$ cat config.mk
export PLATFORM = sky130hd
export DESIGN_NAME = radix4_booth_seq
export DESIGN_NICKNAME = d
export VERILOG_FILES = /design/src/rtl/radix4_booth_seq.sv
export SDC_FILE = /design/constraint.sdc
export NUM_CORES = 1
export LEC_CHECK = 0
export CAP_MARGIN = 10
export CORE_UTILIZATION = 26
export DETAILED_ROUTE_END_ITERATION = 16
export PLACE_DENSITY_LB_ADDON = 0.15
export SYNTH_ARGS = -nofsm -noshare
export SYNTH_HDL_FRONTEND = slang
export SYNTH_SLANG_ARGS = --single-unit
$ cat constraint.sdc
create_clock -name clk -period 6.9 [get_ports clk]
set_clock_uncertainty 0.2 [all_clocks]
set_input_delay 1.035 -clock clk [delete_from_list [all_inputs] [get_ports clk]]
set_output_delay 1.035 -clock clk [all_outputs]
set_load 0.005 [all_outputs]
$ cat src/rtl/radix4_booth_seq.sv
// Sequential radix-4 Booth multiplier: one Booth digit per clock, valid/ready on both sides.
// Optional BOOTH_EARLY_TERM_EN: leave RUN once the remaining multiplier digits are all zero.
module radix4_booth_seq #(
  parameter int WIDTH = 8
) (
  input  logic               clk,
  input  logic               rst,
  input  logic               in_valid,
  output logic               in_ready,
  input  logic [WIDTH-1:0]   multiplicand,
  input  logic [WIDTH-1:0]   multiplier,
  input  logic               tc,
  output logic               out_valid,
  input  logic               out_ready,
  output logic [2*WIDTH-1:0] result,
  output logic               busy
);

  localparam int N  = WIDTH/2 + 1;
  localparam int AW = 2*WIDTH + 2;
  localparam int BW = WIDTH + 3;
  localparam int CW = $clog2(N + 1);
  localparam logic [CW-1:0] LAST = CW'(N - 1);

  typedef enum logic [1:0] {S_IDLE, S_RUN, S_DONE} state_t;

  state_t          state_q, state_d;
  logic [AW-1:0]   mcand_q, mcand_d;
  logic [AW-1:0]   acc_q, acc_d;
  logic [BW-1:0]   mplr_q, mplr_d;
  logic [CW-1:0]   cnt_q, cnt_d;
  logic [AW-1:0]   pp;
  logic            last_digit;
  logic            sa, sb;

  always_ff @(posedge clk or posedge rst) begin
    if (rst) begin
      state_q <= S_IDLE;
      mcand_q <= '0;
      acc_q   <= '0;
      mplr_q  <= '0;
      cnt_q   <= '0;
    end else begin
      state_q <= state_d;
      mcand_q <= mcand_d;
      acc_q   <= acc_d;
      mplr_q  <= mplr_d;
      cnt_q   <= cnt_d;
    end
  end

  // Datapath: operand latch in IDLE, one digit per cycle in RUN.
  always_comb begin
    mcand_d    = mcand_q;
    acc_d      = acc_q;
    mplr_d     = mplr_q;
    cnt_d      = cnt_q;
    pp         = '0;
    last_digit = 1'b0;
    sa         = tc & multiplicand[WIDTH-1];
    sb         = tc & multiplier[WIDTH-1];
    case (state_q)
      S_IDLE: begin
        if (in_valid) begin
          mcand_d = {{(WIDTH+2){sa}}, multiplicand};
          mplr_d  = {{2{sb}}, multiplier, 1'b0};
          acc_d   = '0;
          cnt_d   = '0;
        end
      end
      S_RUN: begin
        case (mplr_q[2:0])
          3'b001, 3'b010: pp = mcand_q;
          3'b011:         pp = mcand_q << 1;
          3'b100:         pp = '0 - (mcand_q << 1);
          3'b101, 3'b110: pp = '0 - mcand_q;
          default:        pp = '0;
        endcase
        acc_d   = acc_q + pp;
        mcand_d = mcand_q << 2;
        // Arithmetic shift keeps the sign fill so the all-1 test below stays valid.
        mplr_d  = {{2{mplr_q[BW-1]}}, mplr_q[BW-1:2]};
        cnt_d   = cnt_q + 1'b1;
`ifdef BOOTH_EARLY_TERM_EN
        last_digit = (cnt_q == LAST) || (~|mplr_d) || (&mplr_d);
`else
        last_digit = (cnt_q == LAST);
`endif
      end
      default: ;
    endcase
  end

  always_comb begin
    state_d = state_q;
    case (state_q)
      S_IDLE:  if (in_valid)   state_d = S_RUN;
      S_RUN:   if (last_digit) state_d = S_DONE;
      S_DONE:  if (out_ready)  state_d = S_IDLE;
      default:                 state_d = S_IDLE;
    endcase
  end

  always_comb begin
    in_ready  = (state_q == S_IDLE);
    out_valid = (state_q == S_DONE);
    busy      = (state_q == S_RUN) || (state_q == S_DONE);
    result    = acc_q[2*WIDTH-1:0];
  end

endmodule

# --- Word-level counts from Yosys, hierarchy flattened ---
# Cells that the tools add are included.
word_totals:
  input_bits: 21
  wordCells: 48
  regBits: 52
  out_inout_bits: 19
classes:
  mux: 15
  n_eq_ne: 12
  n_bitwise: 3
  n_addsub: 4
  reduce_logical: 8
op_table:
  columns: ["cell", "n"]
  rows:
  - ["$pmux W18 S2", 2]
  - ["$pmux W18 S4", 1]
  - ["$mux W18", 3]
  - ["$sub A1 B18 Y18 const A", 2]
  - ["$pmux W11 S2", 1]
  - ["$add A18 B18 Y18", 1]
  - ["$eq A3 B3 Y1 const B", 4]
  - ["$mux W11", 1]
  - ["$eq A3 B2 Y1 const B", 2]
  - ["$mux W2", 3]
  - ["$pmux W2 S3", 1]
  - ["$pmux W3 S2", 1]
  - ["$reduce_and A3 Y1", 2]
  - ["$ne A2 B2 Y1 const B", 2]
  - ["$reduce_or A2 Y1", 2]
  - ["$add A3 B1 Y3 const B", 1]
  - ["$eq A3 B1 Y1 const B", 1]
  - ["$mux W3", 1]
  - ["$and A1 B1 Y1", 2]
  - ["$eq A2 B1 Y1 const B", 1]
  - ["$eq A2 B2 Y1 const B", 1]
  - ["$logic_not A2 Y1", 1]
  - ["$ne A2 B1 Y1 const B", 1]
  - ["$reduce_and A2 Y1", 1]
  - ["4 further kinds", 4]

# --- Longest topological paths before layout ---
# Gate-level depths: netlist of the first run.
logic_depth:
  word_depth: 6
  ltp_mapped: 18
  mapped_depth_nobuf: 17

# --- Worst setup path after synthesis of the first run ---
# OpenSTA, ideal clock, no wires.
synth_timing:
  path_type: "reg-to-reg"
  from: "register mcand_q[0]"
  to: "register acc_q[15]"
  required_ns: 6.631
  n_path_buf: 1
  period_less_slack_ns: 4.344
  slack_ns: 2.556
  setup_ns: 0.069
  arrival_ns: 4.076
  stages_incl_launch_ff: 19
  path_cell_list: "dfrtp_1 -> inv_1 -> ha_1 -> or3b_4 -> or4_1 -> buf_2 -> or4_4 -> nand2_2 -> xnor2_1 -> a221oi_2 -> a21oi_1 -> ha_1 -> a21oi_1 -> o21ai_0 -> a31oi_1 -> o31ai_1 -> and4_1 -> or3_1 -> nand3_1"
synth_via:
  elab_chain_len: 5
  word_cells_on_any_way: 6
  classes_between: "3 x add/sub; 3 x mux"
synth_lines:
  columns: ["item", "line_no", "text"]
  rows:
  - ["start, declared", "28", "logic [AW-1:0] mcand_q, mcand_d;"]
  - ["start signal, assigned", "45", "mcand_q <= mcand_d;"]
  - ["$sub A1 B18 Y18 (on tied branches)", "76, 75", null]
  - ["$pmux W18 S4 *", "72", "case (mplr_q[2:0])"]
  - ["$mux W18 *", "62", "case (state_q)"]
  - ["$add A18 B18 Y18 *", "79", "acc_d = acc_q + pp;"]
  - ["$pmux W18 S2 *", "62", null]
  - ["end signal, assigned", "40", "acc_q <= '0;"]
  - ["end signal, assigned", "46", "acc_q <= acc_d;"]
  - ["end, declared", "29", "logic [AW-1:0] acc_q, acc_d;"]
# Every way passes the cells marked *; elsewhere a longest branch is shown, timed or not. The select of a mux whose other input is x is not followed.
# A chain may end at the register's enable or synchronous reset.

# --- Worst setup path after layout of the first run ---
# Ends and elaborated chain as after synthesis.

==> impl_metrics.xml, run 1 <==
<?xml version="1.0" encoding="UTF-8"?>
<metrics>
  <group name="setup_path">
    <metric name="cp_data_required_time" unit="ps">6930</metric>
    <metric name="timing.reg2reg.setup_slack" unit="ps">2100</metric>
    <metric name="reg2reg_from" unit="">mcand_q[0]</metric>
    <metric name="setup.worst_path.start_class" unit="">flip-flop</metric>
    <metric name="path_max_fanout" unit="">8</metric>
    <metric name="timing_worst_setup_path_type" unit="">reg -&gt; reg</metric>
    <metric name="rr_worst_depth" unit="">17</metric>
    <metric name="worstSetupEndpointType" unit="">flip-flop</metric>
    <metric name="worst_setup_path_startpoint" unit="">mcand_q[0]</metric>
    <metric name="cp.arrival" unit="ps">4830</metric>
    <metric name="worst_r2r_endpoint" unit="">acc_q[15]</metric>
  </group>
  <group name="cells_and_area">
    <metric name="stdcell_count" unit="">663</metric>
    <metric name="antenna_cells" unit="">0</metric>
    <metric name="seq_area" unit="um^2">1200</metric>
    <metric name="final_nets" unit="">526</metric>
    <metric name="mostFrequentLayoutCell" unit="">sky130_fd_sc_hd__nand2_1</metric>
    <metric name="fillCellCount" unit="">1506</metric>
    <metric name="drive_gt1_frac" unit="">0.0455</metric>
    <metric name="multi_input_area" unit="um^2">2310</metric>
    <metric name="final_cell_mix" unit="">sky130_fd_sc_hd__nand2_1, sky130_fd_sc_hd__o21ai_0, sky130_fd_sc_hd__dfrtp_1</metric>
    <metric name="areaGrowthSynthToFinish" unit="%">17.8</metric>
    <metric name="final_area" unit="um^2">4370</metric>
    <metric name="layout.core_utilization" unit="">0.314</metric>
  </group>
  <group name="die">
    <metric name="coreArea" unit="um^2">13900</metric>
    <metric name="die_height" unit="um">121</metric>
    <metric name="placement_rows" unit="">43</metric>
    <metric name="num_ports" unit="">40</metric>
    <metric name="die_area" unit="um^2">14700</metric>
    <metric name="initial_core_util" unit="">0.267</metric>
    <metric name="die_width" unit="um">121</metric>
  </group>
  <group name="drt">
    <metric name="ant_nets" unit="">0</metric>
    <metric name="routed_wirelength" unit="mm">9.91</metric>
    <metric name="drt-pass1-iter-count" unit="">4</metric>
    <metric name="routed_via_density" unit="">4.99</metric>
    <metric name="route.detailed.wl_per_inst" unit="um">14.9</metric>
    <metric name="dr.first_iter.drc_count" unit="">183</metric>
    <metric name="via_count" unit="">3306</metric>
    <metric name="detail_route.drc_violations" unit="">0</metric>
  </group>
  <group name="synthesis">
    <metric name="post_synth_instance_area" unit="um^2">3710</metric>
    <metric name="syn_nets" unit="">510</metric>
    <metric name="post_synth_inst_count" unit="">467</metric>
    <metric name="synth_area_leaders" unit="">sky130_fd_sc_hd__dfrtp_1, sky130_fd_sc_hd__o21ai_0, sky130_fd_sc_hd__nand2_1</metric>
    <metric name="synth_sequential_area_ratio" unit="">0.324</metric>
    <metric name="yosys.area.top_type" unit="">sky130_fd_sc_hd__dfrtp_1</metric>
    <metric name="synth_seq_cells" unit="">48</metric>
    <metric name="netlist.area_leader.share" unit="">0.324</metric>
    <metric name="synth_enable_flop_cells" unit="">0</metric>
    <metric name="count_of_unique_library_cells_instantiated_by_yosys" unit="">53</metric>
    <metric name="ys_warn_count" unit="">0</metric>
    <metric name="dominantRegCellSynth" unit="">sky130_fd_sc_hd__dfrtp_1</metric>
    <metric name="syn_avg_cell_area" unit="um^2">7.94</metric>
    <metric name="synth_async_sr_flop_share" unit="">1.00</metric>
  </group>
  <group name="cts">
    <metric name="clock_path_buffers" unit="">2</metric>
    <metric name="clock_insertion_delay_worst_skew" unit="ps">290</metric>
    <metric name="post_cts_hold_buffer_count" unit="">0</metric>
    <metric name="cts_tree" unit="">yes</metric>
    <metric name="clock_sinks" unit="">48</metric>
    <metric name="tritoncts.num_buffers" unit="">5</metric>
    <metric name="post_cts_resize_count" unit="">0</metric>
    <metric name="ctsRootBufferMaster" unit="">sky130_fd_sc_hd__clkbuf_16</metric>
    <metric name="cts_setup_buffers" unit="">0</metric>
    <metric name="cts-htree-levels" unit="">2</metric>
    <metric name="clock_pin_slew_of_the_registers_on_the_worst_case_setup_and_hold_paths" unit="ps">70</metric>
  </group>
  <group name="grt">
    <metric name="largest_net_degree_at_the_start_of_global_routing" unit="">66</metric>
    <metric name="global_route.overflow_total" unit="">0</metric>
    <metric name="antenna_found_initial" unit="">0</metric>
    <metric name="wire_length_of_the_first_global_routing_pass" unit="mm">16.5</metric>
    <metric name="global_route.usage.total" unit="">0.143</metric>
    <metric name="via_count_of_the_first_global_routing_pass" unit="">3178</metric>
  </group>
  <group name="placed_design">
    <metric name="setup_slack_at_placement" unit="ps">2140</metric>
    <metric name="dpl.cell_count" unit="">656</metric>
    <metric name="dp_hpwl" unit="mm">7.08</metric>
    <metric name="placement.io_buffers" unit="">39</metric>
    <metric name="placed_area" unit="um^2">4230</metric>
    <metric name="finalWeightedCongestion" unit="">0.816</metric>
  </group>
  <group name="timing">
    <metric name="rel_slew_slack" unit="">0.476</metric>
    <metric name="timing.hold.ws" unit="ps">279</metric>
    <metric name="fmax" unit="MHz">208</metric>
    <metric name="finalCritPeriodShare" unit="">0.695</metric>
    <metric name="period_needed" unit="ps">4800</metric>
    <metric name="timing_worst_slew_pin_value" unit="ps">786</metric>
    <metric name="final_hold_viol_count" unit="">0</metric>
    <metric name="unrepaired_setup_endpoints_after_global_routing" unit="">no</metric>
    <metric name="timing.final.setup_violations" unit="">0</metric>
    <metric name="tns" unit="ps">0</metric>
    <metric name="slew_violations" unit="">0</metric>
    <metric name="post-route-worst-setup-slack" unit="ps">2100</metric>
  </group>
  <group name="hold_path">
    <metric name="hold_path_cells" unit="">2</metric>
    <metric name="worst_hold_path_type" unit="">reg -&gt; reg</metric>
    <metric name="hold_path_startpoint" unit="">mplr_q[4]</metric>
    <metric name="timing.hold.worst_endpoint" unit="">mplr_q[4]</metric>
  </group>
  <group name="power">
    <metric name="p_per_area" unit="nW/um^2">518</metric>
    <metric name="max-vdd-ir-drop" unit="uV">386</metric>
    <metric name="total_power_consumption_of_the_routed_design" unit="mW">2.26</metric>
    <metric name="leak" unit="nW">1.80</metric>
  </group>
  <group name="run">
    <metric name="maxCapViolations" unit="">0</metric>
  </group>
  <group name="outcome">
    <metric name="run_status" unit="">complete, no violations</metric>
  </group>
</metrics>
## Yosys cell counts, types with 4 or more instances
master and count:
sky130_fd_sc_hd__a211oi_1 5, sky130_fd_sc_hd__a21oi_1 25, sky130_fd_sc_hd__a22o_1 5, sky130_fd_sc_hd__a22oi_1 13, sky130_fd_sc_hd__a31oi_1 4, sky130_fd_sc_hd__buf_1 7, sky130_fd_sc_hd__buf_2 4, sky130_fd_sc_hd__clkbuf_1 23
sky130_fd_sc_hd__dfrtp_1 48, sky130_fd_sc_hd__ha_1 21, sky130_fd_sc_hd__inv_1 18, sky130_fd_sc_hd__mux2i_1 17, sky130_fd_sc_hd__nand2_1 75, sky130_fd_sc_hd__nand2b_1 4, sky130_fd_sc_hd__nand3_1 6, sky130_fd_sc_hd__nor2_1 27
sky130_fd_sc_hd__nor2b_1 6, sky130_fd_sc_hd__nor3_1 6, sky130_fd_sc_hd__o21a_1 4, sky130_fd_sc_hd__o21ai_0 66, sky130_fd_sc_hd__o22ai_1 4, sky130_fd_sc_hd__o31ai_1 6, sky130_fd_sc_hd__or3_1 7, sky130_fd_sc_hd__xnor2_1 16
sky130_fd_sc_hd__xor2_1 9
## cell families (layout without fill, tap and decap cells)
logic type                 count (synthesis)  in the layout  synth area share
DFF                                       48             48             0.324
adders and majority gates                 22             22            0.0763
AOI/OAI and AO/OA                        150            150             0.248
and+or+nand+nor                          152            152             0.189
muxes                                     17             17            0.0459
xor gates and xnor gates                  25             25            0.0591
buffers and inverters                     53             69            0.0571
## final cells by class
class	count	area share
clock buffer	5	0.0287
timing repair buffer	44	0.0980
multi-input combinational	366	0.528
tap	180	0.0516
inverter	18	0.0155
clock inverter	2	0.00287
sequential	48	0.275
## critical path, stage by stage, from the launching register on
cell	delay, ps
sky130_fd_sc_hd__dfrtp_1	420
sky130_fd_sc_hd__inv_1	130
sky130_fd_sc_hd__ha_1	240
sky130_fd_sc_hd__or3b_4	420
sky130_fd_sc_hd__or4_1	550
sky130_fd_sc_hd__or4_4	480
sky130_fd_sc_hd__nand2_2	90
sky130_fd_sc_hd__xnor2_1	90
sky130_fd_sc_hd__a221oi_2	280
sky130_fd_sc_hd__a21oi_1	70
sky130_fd_sc_hd__ha_1	390
sky130_fd_sc_hd__a21oi_1	150
sky130_fd_sc_hd__o21ai_0	90
sky130_fd_sc_hd__a31oi_1	330
sky130_fd_sc_hd__o31ai_1	150
sky130_fd_sc_hd__and4_1	220
sky130_fd_sc_hd__or3_1	360
sky130_fd_sc_hd__nand3_1	80
## how the worst max path moves through the flow
stage / endpoint / slack, ps / cells past startpoint
2_1_floorplan: acc_q[15] / 2560 / 18
3_3_place_gp: acc_q[15] / 2280 / 17
3_5_place_dp: acc_q[15] / 2140 / 17
4_1_cts: acc_q[15] / 2120 / 17
5_1_grt: acc_q[15] / 1810 / 17
6_report: acc_q[15] / 2100 / 17
## where the power goes
part           internal [mW]  switching (mW)
combinational          0.621           0.833
clock                  0.132           0.116
sequential             0.400           0.159
total                   1.15            1.11
## registers in the layout (all words and copies together) (netlist names)
register,count
mcand_q,16
cnt_q,3
state_q,2
mplr_q,11
acc_q,16
## metal layers
layer | GRT usage | routed length [um] | vias up
li1 | - | - | 1688
met4 | 0.0448 | 119 | 0
met3 | 0.0216 | 230 | 6
met5 | 0 | 0 | -
met1 | 0.192 | 4950 | 1572
met2 | 0.234 | 4610 | 40
No activity file was read; power rests on OpenSTA's default activity.
==> run 2: changes to the inputs <==
Clock period 6.9 ns to 4 ns, I/O delays scaled along.
==> impl_metrics.xml, run 2 (synthesis gave the netlist of run 1 again) <==
<?xml version="1.0" encoding="UTF-8"?>
<metrics>
  <group name="timing">
    <metric name="fmax" unit="MHz">244</metric>
    <metric name="timing_worst_slew_pin_value" unit="ps">760</metric>
    <metric name="post-route-worst-setup-slack" unit="ps">-97.4</metric>
    <metric name="unrepaired_setup_endpoints_after_global_routing" unit="">yes</metric>
    <metric name="tns" unit="ps">-97.4</metric>
    <metric name="period_needed" unit="ps">4100</metric>
    <metric name="rel_slew_slack" unit="">0.483</metric>
    <metric name="finalCritPeriodShare" unit="">1.02</metric>
    <metric name="final_hold_viol_count" unit="">0</metric>
    <metric name="slew_violations" unit="">0</metric>
    <metric name="timing.final.setup_violations" unit="">1</metric>
  </group>
  <group name="drt">
    <metric name="routed_wirelength" unit="mm">10.7</metric>
    <metric name="routed_via_density" unit="">4.95</metric>
    <metric name="ant_nets" unit="">0</metric>
    <metric name="drt-pass1-iter-count" unit="">4</metric>
    <metric name="via_count" unit="">3511</metric>
    <metric name="detail_route.drc_violations" unit="">0</metric>
    <metric name="dr.first_iter.drc_count" unit="">139</metric>
    <metric name="route.detailed.wl_per_inst" unit="um">15.1</metric>
  </group>
  <group name="grt">
    <metric name="largest_net_degree_at_the_start_of_global_routing" unit="">34</metric>
    <metric name="global_route.overflow_total" unit="">0</metric>
    <metric name="global_route.usage.total" unit="">0.152</metric>
    <metric name="via_count_of_the_first_global_routing_pass" unit="">3429</metric>
    <metric name="wire_length_of_the_first_global_routing_pass" unit="mm">17.2</metric>
    <metric name="antenna_found_initial" unit="">0</metric>
  </group>
  <group name="cells_and_area">
    <metric name="final_nets" unit="">573</metric>
    <metric name="drive_gt1_frac" unit="">0.160</metric>
    <metric name="final_cell_mix" unit="">sky130_fd_sc_hd__nand2_1, sky130_fd_sc_hd__o21ai_0, sky130_fd_sc_hd__dfrtp_1, sky130_fd_sc_hd__buf_4, sky130_fd_sc_hd__clkdlybuf4s50_1</metric>
    <metric name="fillCellCount" unit="">1495</metric>
    <metric name="antenna_cells" unit="">0</metric>
    <metric name="mostFrequentLayoutCell" unit="">sky130_fd_sc_hd__nand2_1</metric>
    <metric name="largestRegisters" unit="">acc_q x16, mcand_q x16, mplr_q x11</metric>
    <metric name="areaGrowthSynthToFinish" unit="%">30.8</metric>
  </group>
  <group name="cts">
    <metric name="clock_pin_slew_of_the_registers_on_the_worst_case_setup_and_hold_paths" unit="ps">70</metric>
    <metric name="cts-htree-levels" unit="">2</metric>
    <metric name="clock_insertion_delay_worst_skew" unit="ps">300</metric>
    <metric name="cts_tree" unit="">yes</metric>
    <metric name="ctsRootBufferMaster" unit="">sky130_fd_sc_hd__clkbuf_16</metric>
    <metric name="clock_sinks" unit="">48</metric>
    <metric name="clock_path_buffers" unit="">2</metric>
    <metric name="post_cts_hold_buffer_count" unit="">0</metric>
    <metric name="tritoncts.num_buffers" unit="">5</metric>
  </group>
  <group name="run">
    <metric name="maxCapViolations" unit="">0</metric>
  </group>
  <group name="setup_path">
    <metric name="setup.worst_path.start_class" unit="">flip-flop</metric>
    <metric name="cp_data_required_time" unit="ps">4040</metric>
    <metric name="rr_worst_depth" unit="">17</metric>
    <metric name="worst_r2r_endpoint" unit="">acc_q[15]</metric>
    <metric name="reg2reg_from" unit="">mcand_q[1]</metric>
    <metric name="path_max_fanout" unit="">4</metric>
    <metric name="worstSetupEndpointType" unit="">flip-flop</metric>
    <metric name="cp.arrival" unit="ps">4140</metric>
    <metric name="timing_worst_setup_path_type" unit="">reg -&gt; reg</metric>
    <metric name="timing.reg2reg.setup_slack" unit="ps">-100</metric>
  </group>
  <group name="power">
    <metric name="seq_power_share" unit="">0.210</metric>
    <metric name="p_per_area" unit="nW/um^2">930</metric>
    <metric name="p_clk_frac" unit="">0.096</metric>
    <metric name="switching_share_of_power" unit="">0.468</metric>
    <metric name="p_int" unit="mW">2.40</metric>
    <metric name="total_power_consumption_of_the_routed_design" unit="mW">4.51</metric>
    <metric name="leak" unit="nW">2.06</metric>
    <metric name="power_switching" unit="mW">2.11</metric>
    <metric name="max-vdd-ir-drop" unit="uV">306</metric>
    <metric name="comb_power_share" unit="">0.694</metric>
  </group>
  <group name="placed_design">
    <metric name="placement.io_buffers" unit="">39</metric>
    <metric name="finalWeightedCongestion" unit="">0.891</metric>
    <metric name="dp_hpwl" unit="mm">7.99</metric>
  </group>
  <group name="die">
    <metric name="die_area" unit="um^2">14700</metric>
    <metric name="coreArea" unit="um^2">13900</metric>
    <metric name="die_width" unit="um">121</metric>
    <metric name="die_height" unit="um">121</metric>
    <metric name="placement_rows" unit="">43</metric>
    <metric name="initial_core_util" unit="">0.267</metric>
    <metric name="num_ports" unit="">40</metric>
  </group>
  <group name="hold_path">
    <metric name="timing.hold.worst_endpoint" unit="">mplr_q[7]</metric>
    <metric name="hold_path_cells" unit="">2</metric>
    <metric name="hold_path_startpoint" unit="">mplr_q[7]</metric>
    <metric name="worst_hold_path_type" unit="">reg -&gt; reg</metric>
  </group>
  <group name="outcome">
    <metric name="run_status" unit="">finished with violations</metric>
    <metric name="failing_checks" unit="">setup timing</metric>
  </group>
</metrics>
==> run 2: cell count changes in the layout (fill, tap and decap cells not counted), sizes merged <==
cell	previous run	this run
buf	5	52
==> run 2: layer usage <==
layer,GRT usage,wire (um)
met5,0,0
met4,0.0556,221
met3,0.0282,318
met2,0.252,5030
met1,0.196,5130
==> run 2: stage by stage <==
step | utilization | cells | setup slack (ps) | hold WS, ps | cell area [um^2]
floorplan | - | 467 | -236 | 250 | 3740
finish | 0.349 | 710 | -97.4 | 279 | 4850
detailed placement | 0.328 | 696 | -165 | 270 | 4550
global route | 0.349 | 710 | -256 | 303 | 4850
global placement | 0.328 | 696 | -82.8 | 261 | 4550
CTS | 0.341 | 706 | -83.3 | 286 | 4730
==> run 2: worst max-delay path by stage <==
stage / startpoint / cells past startpoint / slack (ps) / endpoint
6_report: mcand_q[1] / 17 / -100 / acc_q[15]
5_1_grt: mcand_q[1] / 17 / -260 / acc_q[15]
4_1_cts: mcand_q[1] / 17 / -80 / acc_q[15]
3_5_place_dp: mcand_q[1] / 17 / -160 / acc_q[15]
3_3_place_gp: mcand_q[1] / 17 / -80 / acc_q[15]
2_1_floorplan: mcand_q[1] / 18 / -240 / acc_q[15]
==> run 2: timing repair <==
action	4_1_cts	5_1_grt
buffers inserted	3	4
setup endpoints to repair	3	7
pin swaps	3	5
resized for setup	5	22
==> run 2: power groups by stage <==
| stage | clock network, mW | logic, mW | registers, mW |
|---|---|---|---|
| final | 0.431 | 3.13 | 0.946 |
| after global placement | 0 | 2.88 | 0.950 |
| after CTS | 0.448 | 2.96 | 0.946 |
| after floorplan | 0 | 2.03 | 0.808 |
| after global routing | 0.462 | 3.47 | 0.985 |
| after detailed placement | 0 | 2.90 | 0.954 |
==> run 2: area by class of cell <==
cell class              count  area, um^2  area share
clock inverters             2        12.5     0.00258
clock buffers               5         125      0.0258
well taps                 180         225      0.0465
multi-input cells         366        2420       0.499
flip-flops and latches     48        1200       0.248
inverters                  18        67.6      0.0139
repair buffers             91         796       0.164
==> run 2: worst max-delay path, cell delays in order (launching register included) <==
cell and delay, ps:
sky130_fd_sc_hd__dfrtp_1 390, sky130_fd_sc_hd__inv_2 80, sky130_fd_sc_hd__ha_4 130, sky130_fd_sc_hd__or3b_4 390, sky130_fd_sc_hd__or4_4 440, sky130_fd_sc_hd__or4_4 450
sky130_fd_sc_hd__nand2_4 100, sky130_fd_sc_hd__xnor2_4 70, sky130_fd_sc_hd__a221oi_2 240, sky130_fd_sc_hd__a21oi_1 70, sky130_fd_sc_hd__ha_1 340, sky130_fd_sc_hd__a21oi_2 150
sky130_fd_sc_hd__o21ai_2 80, sky130_fd_sc_hd__a31oi_4 190, sky130_fd_sc_hd__o31ai_2 90, sky130_fd_sc_hd__and4_1 190, sky130_fd_sc_hd__or3_1 360, sky130_fd_sc_hd__nand3_1 80
==> run 3: changes to the inputs <==
Settings changed: SKIP_CTS_REPAIR_TIMING set to 1.
==> impl_metrics.xml, run 3 (synthesis gave the netlist of run 1 again) <==
<?xml version="1.0" encoding="UTF-8"?>
<metrics>
  <group name="outcome">
    <metric name="run_status" unit="">finished with violations</metric>
    <metric name="failing_checks" unit="">setup timing</metric>
  </group>
  <group name="timing">
    <metric name="timing.hold.ws" unit="ps">279</metric>
    <metric name="unrepaired_setup_endpoints_after_global_routing" unit="">yes</metric>
    <metric name="post-route-worst-setup-slack" unit="ps">-41.9</metric>
    <metric name="timing_worst_slew_pin_value" unit="ps">763</metric>
    <metric name="finalCritPeriodShare" unit="">1.01</metric>
    <metric name="fmax" unit="MHz">247</metric>
    <metric name="final_hold_viol_count" unit="">0</metric>
    <metric name="slew_violations" unit="">0</metric>
    <metric name="rel_slew_slack" unit="">0.481</metric>
    <metric name="period_needed" unit="ps">4040</metric>
    <metric name="timing.final.setup_violations" unit="">1</metric>
  </group>
  <group name="setup_path">
    <metric name="timing_worst_setup_path_type" unit="">reg -&gt; reg</metric>
    <metric name="cp_slowest_stage_delay" unit="ps">450</metric>
    <metric name="cp.arrival" unit="ps">4080</metric>
    <metric name="setup.worst_path.start_class" unit="">flip-flop</metric>
    <metric name="crit_path_cell_trace" unit="">inv_2, ha_4, or3b_4, or4_4, or4_4, nand2_4, xnor2_2, a221oi_2, a21oi_1, ha_1, a21oi_2, o21ai_2, a31oi_4, o31ai_2, and4_1, or3_1, nand3_1</metric>
    <metric name="worstSetupEndpointType" unit="">flip-flop</metric>
    <metric name="cp_slowest_cell" unit="">sky130_fd_sc_hd__or4_4</metric>
    <metric name="critical-path-top-cell-by-count" unit="">sky130_fd_sc_hd__or4_4</metric>
    <metric name="cp_data_required_time" unit="ps">4040</metric>
    <metric name="path_max_fanout" unit="">4</metric>
  </group>
  <group name="drt">
    <metric name="ant_nets" unit="">0</metric>
    <metric name="route.detailed.wl_per_inst" unit="um">15.0</metric>
    <metric name="via_count" unit="">3460</metric>
    <metric name="routed_via_density" unit="">4.91</metric>
    <metric name="drt-pass1-iter-count" unit="">4</metric>
    <metric name="dr.first_iter.drc_count" unit="">126</metric>
    <metric name="detail_route.drc_violations" unit="">0</metric>
    <metric name="routed_wirelength" unit="mm">10.6</metric>
  </group>
  <group name="cts">
    <metric name="clock_path_buffers" unit="">2</metric>
    <metric name="cts_tree" unit="">yes</metric>
    <metric name="clock_insertion_delay_worst_skew" unit="ps">300</metric>
    <metric name="clock_pin_slew_of_the_registers_on_the_worst_case_setup_and_hold_paths" unit="ps">70</metric>
    <metric name="cts-htree-levels" unit="">2</metric>
    <metric name="tritoncts.num_buffers" unit="">5</metric>
    <metric name="ctsRootBufferMaster" unit="">sky130_fd_sc_hd__clkbuf_16</metric>
    <metric name="clock_sinks" unit="">48</metric>
  </group>
  <group name="die">
    <metric name="placement_rows" unit="">43</metric>
    <metric name="die_height" unit="um">121</metric>
    <metric name="die_area" unit="um^2">14700</metric>
    <metric name="die_width" unit="um">121</metric>
    <metric name="num_ports" unit="">40</metric>
    <metric name="initial_core_util" unit="">0.267</metric>
    <metric name="coreArea" unit="um^2">13900</metric>
  </group>
  <group name="grt">
    <metric name="global_route.usage.total" unit="">0.152</metric>
    <metric name="wire_length_of_the_first_global_routing_pass" unit="mm">17.2</metric>
    <metric name="antenna_found_initial" unit="">0</metric>
    <metric name="largest_net_degree_at_the_start_of_global_routing" unit="">34</metric>
    <metric name="via_count_of_the_first_global_routing_pass" unit="">3423</metric>
    <metric name="global_route.overflow_total" unit="">0</metric>
  </group>
  <group name="cells_and_area">
    <metric name="antenna_cells" unit="">0</metric>
    <metric name="drive_gt1_frac" unit="">0.158</metric>
    <metric name="largestRegisters" unit="">acc_q x16, mcand_q x16, mplr_q x11</metric>
    <metric name="final_nets" unit="">568</metric>
    <metric name="mostFrequentLayoutCell" unit="">sky130_fd_sc_hd__nand2_1</metric>
    <metric name="areaGrowthSynthToFinish" unit="%">29.5</metric>
    <metric name="fillCellCount" unit="">1495</metric>
    <metric name="final_cell_mix" unit="">sky130_fd_sc_hd__nand2_1, sky130_fd_sc_hd__o21ai_0, sky130_fd_sc_hd__dfrtp_1</metric>
  </group>
  <group name="placed_design">
    <metric name="dp_hpwl" unit="mm">7.99</metric>
    <metric name="placement.io_buffers" unit="">39</metric>
    <metric name="finalWeightedCongestion" unit="">0.891</metric>
  </group>
  <group name="power">
    <metric name="total_power_consumption_of_the_routed_design" unit="mW">4.43</metric>
    <metric name="max-vdd-ir-drop" unit="uV">304</metric>
    <metric name="leak" unit="nW">2.03</metric>
    <metric name="p_per_area" unit="nW/um^2">922</metric>
  </group>
  <group name="run">
    <metric name="maxCapViolations" unit="">0</metric>
  </group>
  <group name="hold_path">
    <metric name="worst_hold_path_type" unit="">reg -&gt; reg</metric>
  </group>
</metrics>
## run 3: cell types whose count changed in the layout (fill, tap and decap cells not counted)
cell	before	now
sky130_fd_sc_hd__xnor2_4	1	0
sky130_fd_sc_hd__xnor2_2	0	1
sky130_fd_sc_hd__a211oi_2	0	2
sky130_fd_sc_hd__buf_6	4	0
sky130_fd_sc_hd__a211oi_1	5	3
sky130_fd_sc_hd__a31oi_1	3	2
sky130_fd_sc_hd__o21ai_1	5	4
sky130_fd_sc_hd__a31oi_2	0	1
sky130_fd_sc_hd__o21ai_0	58	59
sky130_fd_sc_hd__buf_4	48	47
## run 3: worst paths after layout
check,endpoint,slack (ps),cells after the start,from
worst max register to register,acc_q[15],-40,17,mcand_q[1]
worst min register to register,mplr_q[7],280,2,mplr_q[7]
min in group asynchronous,mplr_q[10],510,2,rst
worst min-delay path,mplr_q[7],280,2,mplr_q[7]
max in group asynchronous,mplr_q[0],2360,3,rst
worst max-delay path,acc_q[15],-40,17,mcand_q[1]
## run 3: layer usage
metal / part of all wire / vias up / wire length [um] / GRT usage
met2: 0.47 / 53 / 4950 / 0.251
met5: 0 / - / 0 / 0
met3: 0.028 / 16 / 298 / 0.0282
li1: - / 1771 / - / -
met4: 0.021 / 0 / 223 / 0.0586
met1: 0.48 / 1620 / 5140 / 0.195
## run 3: where the power goes
group	switching (mW)	internal, mW	leakage (nW)
logic	1.63	1.42	1.34
registers	0.254	0.690	0.619
clock network	0.203	0.228	0.0657
## run 3: layout make-up
type | count | area [um^2] | area share
Clock inverter | 2 | 12.5 | 0.00261
Timing Repair Buffer | 86 | 743 | 0.155
Tap cell | 180 | 225 | 0.0469
Inverter | 18 | 67.6 | 0.0141
Multi-Input combinational cell | 366 | 2420 | 0.505
Sequential cell | 48 | 1200 | 0.250
Clock buffer | 5 | 125 | 0.0261
## run 3: worst max-delay path, delay by kind of cell (launching register included)
family,cells,cell delay [ps]
xor+xnor,1,80
fa+ha+maj,2,450
flops,1,390
buf+inv,1,80
compound gates,6,800
simple gates,7,1980
## run 3: metrics by stage
| step | setup WS (ps) | setup TNS, ps | utilization | instance area [um^2] | instances |
|---|---|---|---|---|---|
| after floorplan | -236 | -236 | - | 3740 | 467 |
| after global placement | -82.8 | -88.7 | 0.328 | 4550 | 696 |
| after detailed placement | -165 | -206 | 0.328 | 4550 | 696 |
| after CTS | -178 | -258 | 0.338 | 4690 | 703 |
| after global routing | -196 | -454 | 0.346 | 4800 | 705 |
| final | -41.9 | -41.9 | 0.346 | 4800 | 705 |
